--- src/rtl/trng_uart_rx.sv ---
// 8N1 UART receiver for the TRNG serial link, with a one-entry valid/ready holding register.
// Optional even-parity bit between data and stop when RX_PARITY_EN is defined.
module trng_uart_rx #(
  parameter  int CLKS_PER_BIT = 87,
  localparam int CNT_W        = $clog2(CLKS_PER_BIT)
) (
  input  logic       clk_sys,
  input  logic       rst,
  input  logic       RX_Serial,
  output logic [7:0] o_data,
  output logic       o_valid,
  input  logic       i_ready,
  output logic       o_busy,
  output logic       o_frame_err,
  output logic       o_overrun
);

  typedef enum logic [2:0] {
    S_IDLE, S_START, S_DATA, S_STOP
`ifdef RX_PARITY_EN
    , S_PARITY
`endif
  } state_e;

  localparam logic [CNT_W-1:0] HALF = CNT_W'(CLKS_PER_BIT/2 - 1);
  localparam logic [CNT_W-1:0] FULL = CNT_W'(CLKS_PER_BIT - 1);

  state_e           state_q, state_d;
  logic             sync1_q, sync2_q, hist_q;
  logic [CNT_W-1:0] timer_q, timer_d;
  logic [2:0]       idx_q, idx_d;
  logic [7:0]       shift_q, shift_d, data_q, data_d;
  logic             valid_q, valid_d, busy_q, ferr_q, ferr_d, ovr_q, ovr_d;
`ifdef RX_PARITY_EN
  logic             perr_q, perr_d;
`endif

  logic rx_s, rx_p;
  assign rx_s = sync2_q;
  assign rx_p = hist_q;

  always_comb begin
    state_d = state_q;
    timer_d = timer_q;
    idx_d   = idx_q;
    shift_d = shift_q;
    data_d  = data_q;
    valid_d = valid_q & ~i_ready;
    ferr_d  = 1'b0;
    ovr_d   = 1'b0;
`ifdef RX_PARITY_EN
    perr_d  = perr_q;
`endif
    case (state_q)
      S_IDLE: begin
        timer_d = '0;
        if (rx_p && !rx_s) state_d = S_START;
      end
      S_START: begin
        if (timer_q == HALF) begin
          timer_d = '0;
          idx_d   = '0;
          state_d = rx_s ? S_IDLE : S_DATA;
        end else timer_d = timer_q + 1'b1;
      end
      S_DATA: begin
        if (timer_q == FULL) begin
          timer_d        = '0;
          shift_d[idx_q] = rx_s;
          if (idx_q == 3'd7) begin
`ifdef RX_PARITY_EN
            state_d = S_PARITY;
`else
            state_d = S_STOP;
`endif
          end else idx_d = idx_q + 3'd1;
        end else timer_d = timer_q + 1'b1;
      end
`ifdef RX_PARITY_EN
      S_PARITY: begin
        if (timer_q == FULL) begin
          timer_d = '0;
          perr_d  = rx_s ^ (^shift_q);
          state_d = S_STOP;
        end else timer_d = timer_q + 1'b1;
      end
`endif
      S_STOP: begin
        if (timer_q == FULL) begin
          timer_d = '0;
          state_d = S_IDLE;
`ifdef RX_PARITY_EN
          if (perr_q) ferr_d = 1'b1;
          else
`endif
          if (!rx_s) ferr_d = 1'b1;
          else if (valid_q && !i_ready) ovr_d = 1'b1;
          else begin
            // a load on the same edge as an accept keeps the register full
            data_d  = shift_q;
            valid_d = 1'b1;
          end
        end else timer_d = timer_q + 1'b1;
      end
      default: state_d = S_IDLE;
    endcase
  end

  always_ff @(posedge clk_sys) begin
    if (rst) begin
      state_q <= S_IDLE;
      sync1_q <= 1'b1;
      sync2_q <= 1'b1;
      hist_q  <= 1'b1;
      timer_q <= '0;
      idx_q   <= '0;
      shift_q <= '0;
      data_q  <= '0;
      valid_q <= 1'b0;
      busy_q  <= 1'b0;
      ferr_q  <= 1'b0;
      ovr_q   <= 1'b0;
`ifdef RX_PARITY_EN
      perr_q  <= 1'b0;
`endif
    end else begin
      state_q <= state_d;
      sync1_q <= RX_Serial;
      sync2_q <= sync1_q;
      hist_q  <= sync2_q;
      timer_q <= timer_d;
      idx_q   <= idx_d;
      shift_q <= shift_d;
      data_q  <= data_d;
      valid_q <= valid_d;
      busy_q  <= (state_d != S_IDLE);
      ferr_q  <= ferr_d;
      ovr_q   <= ovr_d;
`ifdef RX_PARITY_EN
      perr_q  <= perr_d;
`endif
    end
  end

  assign o_data      = data_q;
  assign o_valid     = valid_q;
  assign o_busy      = busy_q;
  assign o_frame_err = ferr_q;
  assign o_overrun   = ovr_q;

endmodule

--- config.mk ---
export PLATFORM = sky130hd
export DESIGN_NAME = trng_uart_rx
export DESIGN_NICKNAME = d
export VERILOG_FILES = /design/src/rtl/trng_uart_rx.sv
export SDC_FILE = /design/constraint.sdc
export NUM_CORES = 1
export LEC_CHECK = 0
export CAP_MARGIN = 0
export CORE_MARGIN = 4
export CORE_UTILIZATION = 35
export DETAILED_ROUTE_END_ITERATION = 10
export GPL_TIMING_DRIVEN = 1
export PLACE_DENSITY_LB_ADDON = 0.3
export SLEW_MARGIN = 20
export SYNTH_ARGS = -nofsm -noshare
export SYNTH_HDL_FRONTEND = slang
export SYNTH_SLANG_ARGS = --single-unit
export TNS_END_PERCENT = 100
--- constraint.sdc ---
create_clock -name clk_sys -period 2.65 [get_ports clk_sys]
set_input_delay 0.3975 -clock clk_sys [delete_from_list [all_inputs] [get_ports clk_sys]]
set_output_delay 0.3975 -clock clk_sys [all_outputs]
set_load 0.02 [all_outputs]
---- Word level (Yosys, flattened, before mapping) ----
Index checks and enable logic that the tools add are counted.
cells by class
  add/sub/neg operators ................... 2
  $mul .................................... 0
  div/mod/pow operators ................... 0
  magnitude comparators ................... 2
  equal/unequal tests ..................... 9
  shifts and indexed selects .............. 0
  mux-type cells .......................... 23
  bitwise operators ....................... 6
  reductions and logical operators ........ 15
operators by type and width
  kind                                                  number
  two-way mux 3 bit                                     8
  one-hot mux 7 bit (3 select lines)                    1
  two-way mux 7 bit                                     2
  one-hot mux 3 bit (4 select lines)                    1
  bitwise mux 8 bit                                     1
  AND reduction 4 bit                                   2
  adder 7 x 1 -> 7 bit (second input constant)          1
  equality test 7 x 6 -> 1 bit (second input constant)  1
  equality test 7 bit (second input constant)           1
  two-way mux 1 bit                                     7
  equality test 3 x 2 -> 1 bit (second input constant)  2
  inequality test 2 bit (second input constant)         3
  one-hot mux 3 bit (2 select lines)                    1
  nonzero test 3 bit                                    2
  NOT 1 bit                                             5
  < comparator 3 x 4 -> 1 bit (second input constant)   1
  OR reduction 4 bit                                    1
  adder 3 x 1 -> 3 bit (second input constant)          1
  demux 1 bit (select 3 bit)                            1
  equality test 3 x 1 -> 1 bit (second input constant)  1
  equality test 3 bit (second input constant)           1
  >= comparator 3 x 1 -> 1 bit (second input constant)  1
  logical AND 1 bit                                     3
  logical NOT 3 bit                                     1
  7 further kinds                                       8
storage, ports and cells
  register bits after elaboration ......... 36
  latch bits .............................. 0
  memory bits (writable) .................. 0
  memory bits (read-only) ................. 0
  bits of input ports ..................... 4
  output and inout port bits .............. 12
  memories kept ........................... 0

---- Depth between registers and ports, before layout ----
  depth in word-level cells ............... 6
  depth in mapped cells ................... 7
  gate-level depth less buffers ........... 6

---- Worst setup path after synthesis ----
Ideal clock, no wire load.
  path type ............................... reg-to-reg
  start ................................... register timer_q[0]
  end ..................................... register data_q[0] (netlist: o_data[0])
  library setup time ...................... 128 ps
  arrival ................................. 1,421 ps
  setup slack ............................. 1,101 ps
  stages on the path, launching flop included .. 8
  clock period less this slack ............ 1,549 ps
  cell sequence ........................... dfxtp_1 -> inv_1 -> ha_1 -> nand4bb_4 -> nor4b_4 -> buf_6 -> mux2i_1 -> nor2_1
between the ends
  word-level cells in the longest chain between the ends .. 2
ends and longest elaborated chain
  item                                  RTL line  text
  start, declared                       30        logic [CNT_W-1:0] timer_q, timer_d;
  start signal, assigned                131       timer_q <= timer_d;
  equality test 7 bit                   89        if (timer_q == FULL) begin
  AND reduction 4 bit (no source line)  --
  end signal, assigned                  134       data_q <= data_d;
  end, declared                         32        logic [7:0] shift_q, shift_d, data_q, data_d;
Every way passes these cells.
A chain may end at the register's enable or synchronous reset.

---- Worst setup path after layout ----
  start ................................... register timer_q[0]
  end ..................................... register busy_q (netlist: o_busy)
between the ends
  word-level cells in the longest chain between the ends .. 4
ends and longest elaborated chain
  item                                                                        RTL line    text
  equality test 7 bit / equality test 7 x 6 -> 1 bit (equally long branches)  67, 89, 60
  two-way mux 3 bit, on equally long branches                                 89, 60, 67
  one-hot mux 3 bit (4 select lines) *                                        54          case (state_q)
  nonzero test 3 bit *                                                        136         busy_q <= (state_d != S_IDLE);
  end signal, assigned                                                        136
  end, declared                                                               33          logic valid_q, valid_d, busy_q, ferr_q, ferr_d, ovr_q, ovr_d;
Every way passes the cells marked *; elsewhere a longest branch is shown, timed or not.

==> flow_metrics.py <==
metrics = {
    "logic_synthesis": {
        "yosys.area.top_type_share": 0.409,
        "async_reset_ff_frac": 0,
        "netlist_area_um2": 1760,
        "seq_area_frac_synth": 0.409,
        "synth.distinct_cells": 41,
        "synthCells": 190,
        "ys_seq_elements": 36,
        "synth_enable_flop_cells": 0,
        "synth_nets": 198,
        "yosysWarnings": 0,
        "synth-main-ff-cell": "dfxtp_1",
        "avgSynthCellArea_um2": 9.29,
        "yosysMostFrequentCell": "dfxtp_1",
        "synth_top_cell_by_area": "dfxtp_1",
        "synth_common_cells": "dfxtp_1 (36), nand2_1 (21), mux2i_1 (19), nor2_1 (19), o211ai_1 (8)",
        "synthTopCellsByArea": "dfxtp_1 (41%), mux2i_1 (11%), nand2_1 (4.5%), nor2_1 (4.0%), o211ai_1 (3.4%)",
    },
    "power": {
        "cellLeakagePower_nw": 0.718,
        "pwr-share-comb": 0.033,
        "vdd_drop_max_mv": 0.209,
        "p_clk_frac": 0.447,
        "p_int_mw": 0.836,
        "switching_share": 0.204,
        "seq_power_share": 0.521,
        "power_density_nw_per_um2": 509,
        "switching_power_mw": 0.214,
    },
    "clock_network": {
        "cts.sinks": 36,
        "tritoncts": "built",
        "root_buffer": "clkbuf_8",
        "htree_levels": 2,
        "insertion_delay_ns": 0.29,
        "clkTransAtPathRegs_ns": 0.07,
        "cts_setup_buffers": 0,
        "numCtsBuffers": 5,
        "ctsLongestPathBuffers": 2,
        "ctsHoldBuffers": 0,
        "cts_resized": 0,
    },
    "critical_path": {
        "cp-start-kind": "flip-flop",
        "critPathKind": "flip-flop to flip-flop",
        "rrSetupSlack_ns": 0.83,
        "r2r_start": "timer_q[0]",
        "crit_arrival_ns": 2.01,
        "setup.worst_path.end_class": "flip-flop",
        "cpPeakStageDelay_ns": 0.43,
        "cp_num_buf_inv": 1,
        "reg2reg_to": "o_busy",
        "crit_slowest_cell": "a21oi_2",
        "cp_top_family": "compound AO/OA/AOI/OAI gates",
        "worstSetupStartpoint": "timer_q[0]",
        "critPathRequiredTime_ns": 2.85,
        "path_max_fanout": 12,
        "path_cells": "inv_1 > ha_1 > nor2b_1 > a21oi_2 > o21ai_1 > a311oi_1",
        "rr_worst_depth": 6,
    },
    "global_routing": {
        "antenna_found_initial": 0,
        "grt_max_degree": 23,
        "grt_pass1_vias": 1232,
        "grt.overflow.total": 0,
        "grt_pass1_wl_mm": 5.61,
        "grt_use_total": 0.114,
    },
    "route": {
        "avgRoutedWirePerCell_um": 12.0,
        "dr.pass1.iters": 4,
        "vias": 1342,
        "drc": 0,
        "avgViaCountPerCell": 4.90,
        "drt_iter0_drc": 58,
        "wirelength_mm": 3.28,
        "ant_nets": 0,
    },
    "floorplan": {
        "die_w_um": 79.0,
        "rows": 25,
        "die_h_um": 79.0,
        "ios": 16,
        "start_util": 0.366,
        "die_area_um2": 6240,
        "coreArea_um2": 4820,
    },
    "finish": {
        "final_cells": 274,
        "drive_above_1_share": 0.126,
        "diodes": 0,
        "final_area_um2": 2060,
        "area_growth_pct": 17.0,
        "nets": 214,
    },
    "outcome": {
        "run_status": "completed",
    },
    "sta": {
        "setup_viol": 0,
        "rsz0062_at_grt": "no",
        "finalCritPeriodShare": 0.686,
        "layout_min_cycle_time_ns": 1.82,
        "fin_tns_setup_ns": 0,
        "worst_hold_slack_ns": 0.414,
        "fmax_mhz": 550,
        "drv_slew": 0,
        "finClkSkew_ns": 0.00819,
        "hold_viol": 0,
        "fin_ws_ns": 0.833,
    },
    "hold_path": {
        "min_path_cells": 1,
        "min_to": "rx_s",
        "hp-start": "sync1_q",
        "hold_class": "flip-flop to flip-flop",
    },
    "placed_design": {
        "dp_worst_setup_slack_ns": 0.819,
        "gp_congestion": 0.780,
        "port_buffers": 15,
        "hpwl_mm": 2.33,
        "dp.cells": 266,
        "place_area_um2": 1960,
    },
    "flow_run": {
        "maxCapViolations": 0,
    },
}
[cell families (layout without fill, tap and decap cells)]
logic type	Yosys count	count (layout)	synth area share
mux	19	19	0.108
fa+ha+maj	4	4	0.0284
buf+inv	17	34	0.0560
other cells	1	1	0.00213
simple gates	85	85	0.287
compound gates	28	28	0.111
flops	36	36	0.409
[worst max path at each step]
stage	endpoint	slack (ns)	cells after the start
floorplan	o_data[0]	1.10	7
global placement	o_data[3]	0.86	6
detailed placement	o_busy	0.82	6
CTS	o_busy	0.80	6
global route	o_busy	0.64	6
finish	o_busy	0.83	6
[cell usage in the layout (no fill, tap or decap), types with 2 or more instances in the layout]
cell type        count
ha_1                 4
nor3_1               4
buf_4                4
o211ai_1             8
clkdlybuf4s50_1     15
nor3b_1              2
and4b_4              2
nand4_1              6
a21oi_2              3
clkbuf_8             5
mux2i_1             19
nand2_1             21
o21ai_1              3
nor2b_1              5
a22oi_1              4
and3_1               2
a311oi_1             2
nor2_1              19
nand2b_1             2
a31oi_1              2
nand3_1              7
or3_1                2
nor4b_1              2
inv_1                5
a21oi_1              4
dfxtp_1             36
or2_2                3
[cell type report]
type / instances / area (µm²)
clock buffers: 6 / 72.6
clock inverters: 2 / 35.0
fillers: 501 / 2750
inverters: 7 / 26.3
multi-input cells: 137 / 945
flip-flops and latches: 36 / 721
well taps: 67 / 83.8
repair buffers: 19 / 180
[power groups by stage]
stage	sequential, mW	clock [mW]	combinational [mW]
global placement	0.559	0	0.0337
global route	0.547	0.507	0.0380
finish	0.546	0.469	0.0342
floorplan	0.559	0	0.0205
CTS	0.546	0.485	0.0342
detailed placement	0.559	0	0.0341
[per-stage QoR]
| step | util | power, mW |
|---|---|---|
| after floorplan | - | 0.579 |
| after global routing | 0.428 | 1.09 |
| after CTS | 0.428 | 1.07 |
| final | 0.428 | 1.05 |
| after detailed placement | 0.406 | 0.593 |
| after global placement | 0.406 | 0.593 |
[worst register-to-register path, cell delays in order, from the launching register on]
cell	delay [ns]
dfxtp_1	0.40
inv_1	0.07
ha_1	0.24
nor2b_1	0.18
a21oi_2	0.43
o21ai_1	0.15
a311oi_1	0.26
[flip-flops by register name, indices dropped and copies added, names as in the netlist, 3 cells and up]
name     cells
idx_q        3
o_data       8
shift_q      8
state_q      3
timer_q      7
[layer usage]
metal  global-route usage  up-vias  wire [µm]
met1                0.149      604       1670
met3               0.0317        5        136
li1                     -      705          -
met2                0.173       28       1420
met5                    0        -          0
met4               0.0515        0         65
(Power assumes the default switching activity.)
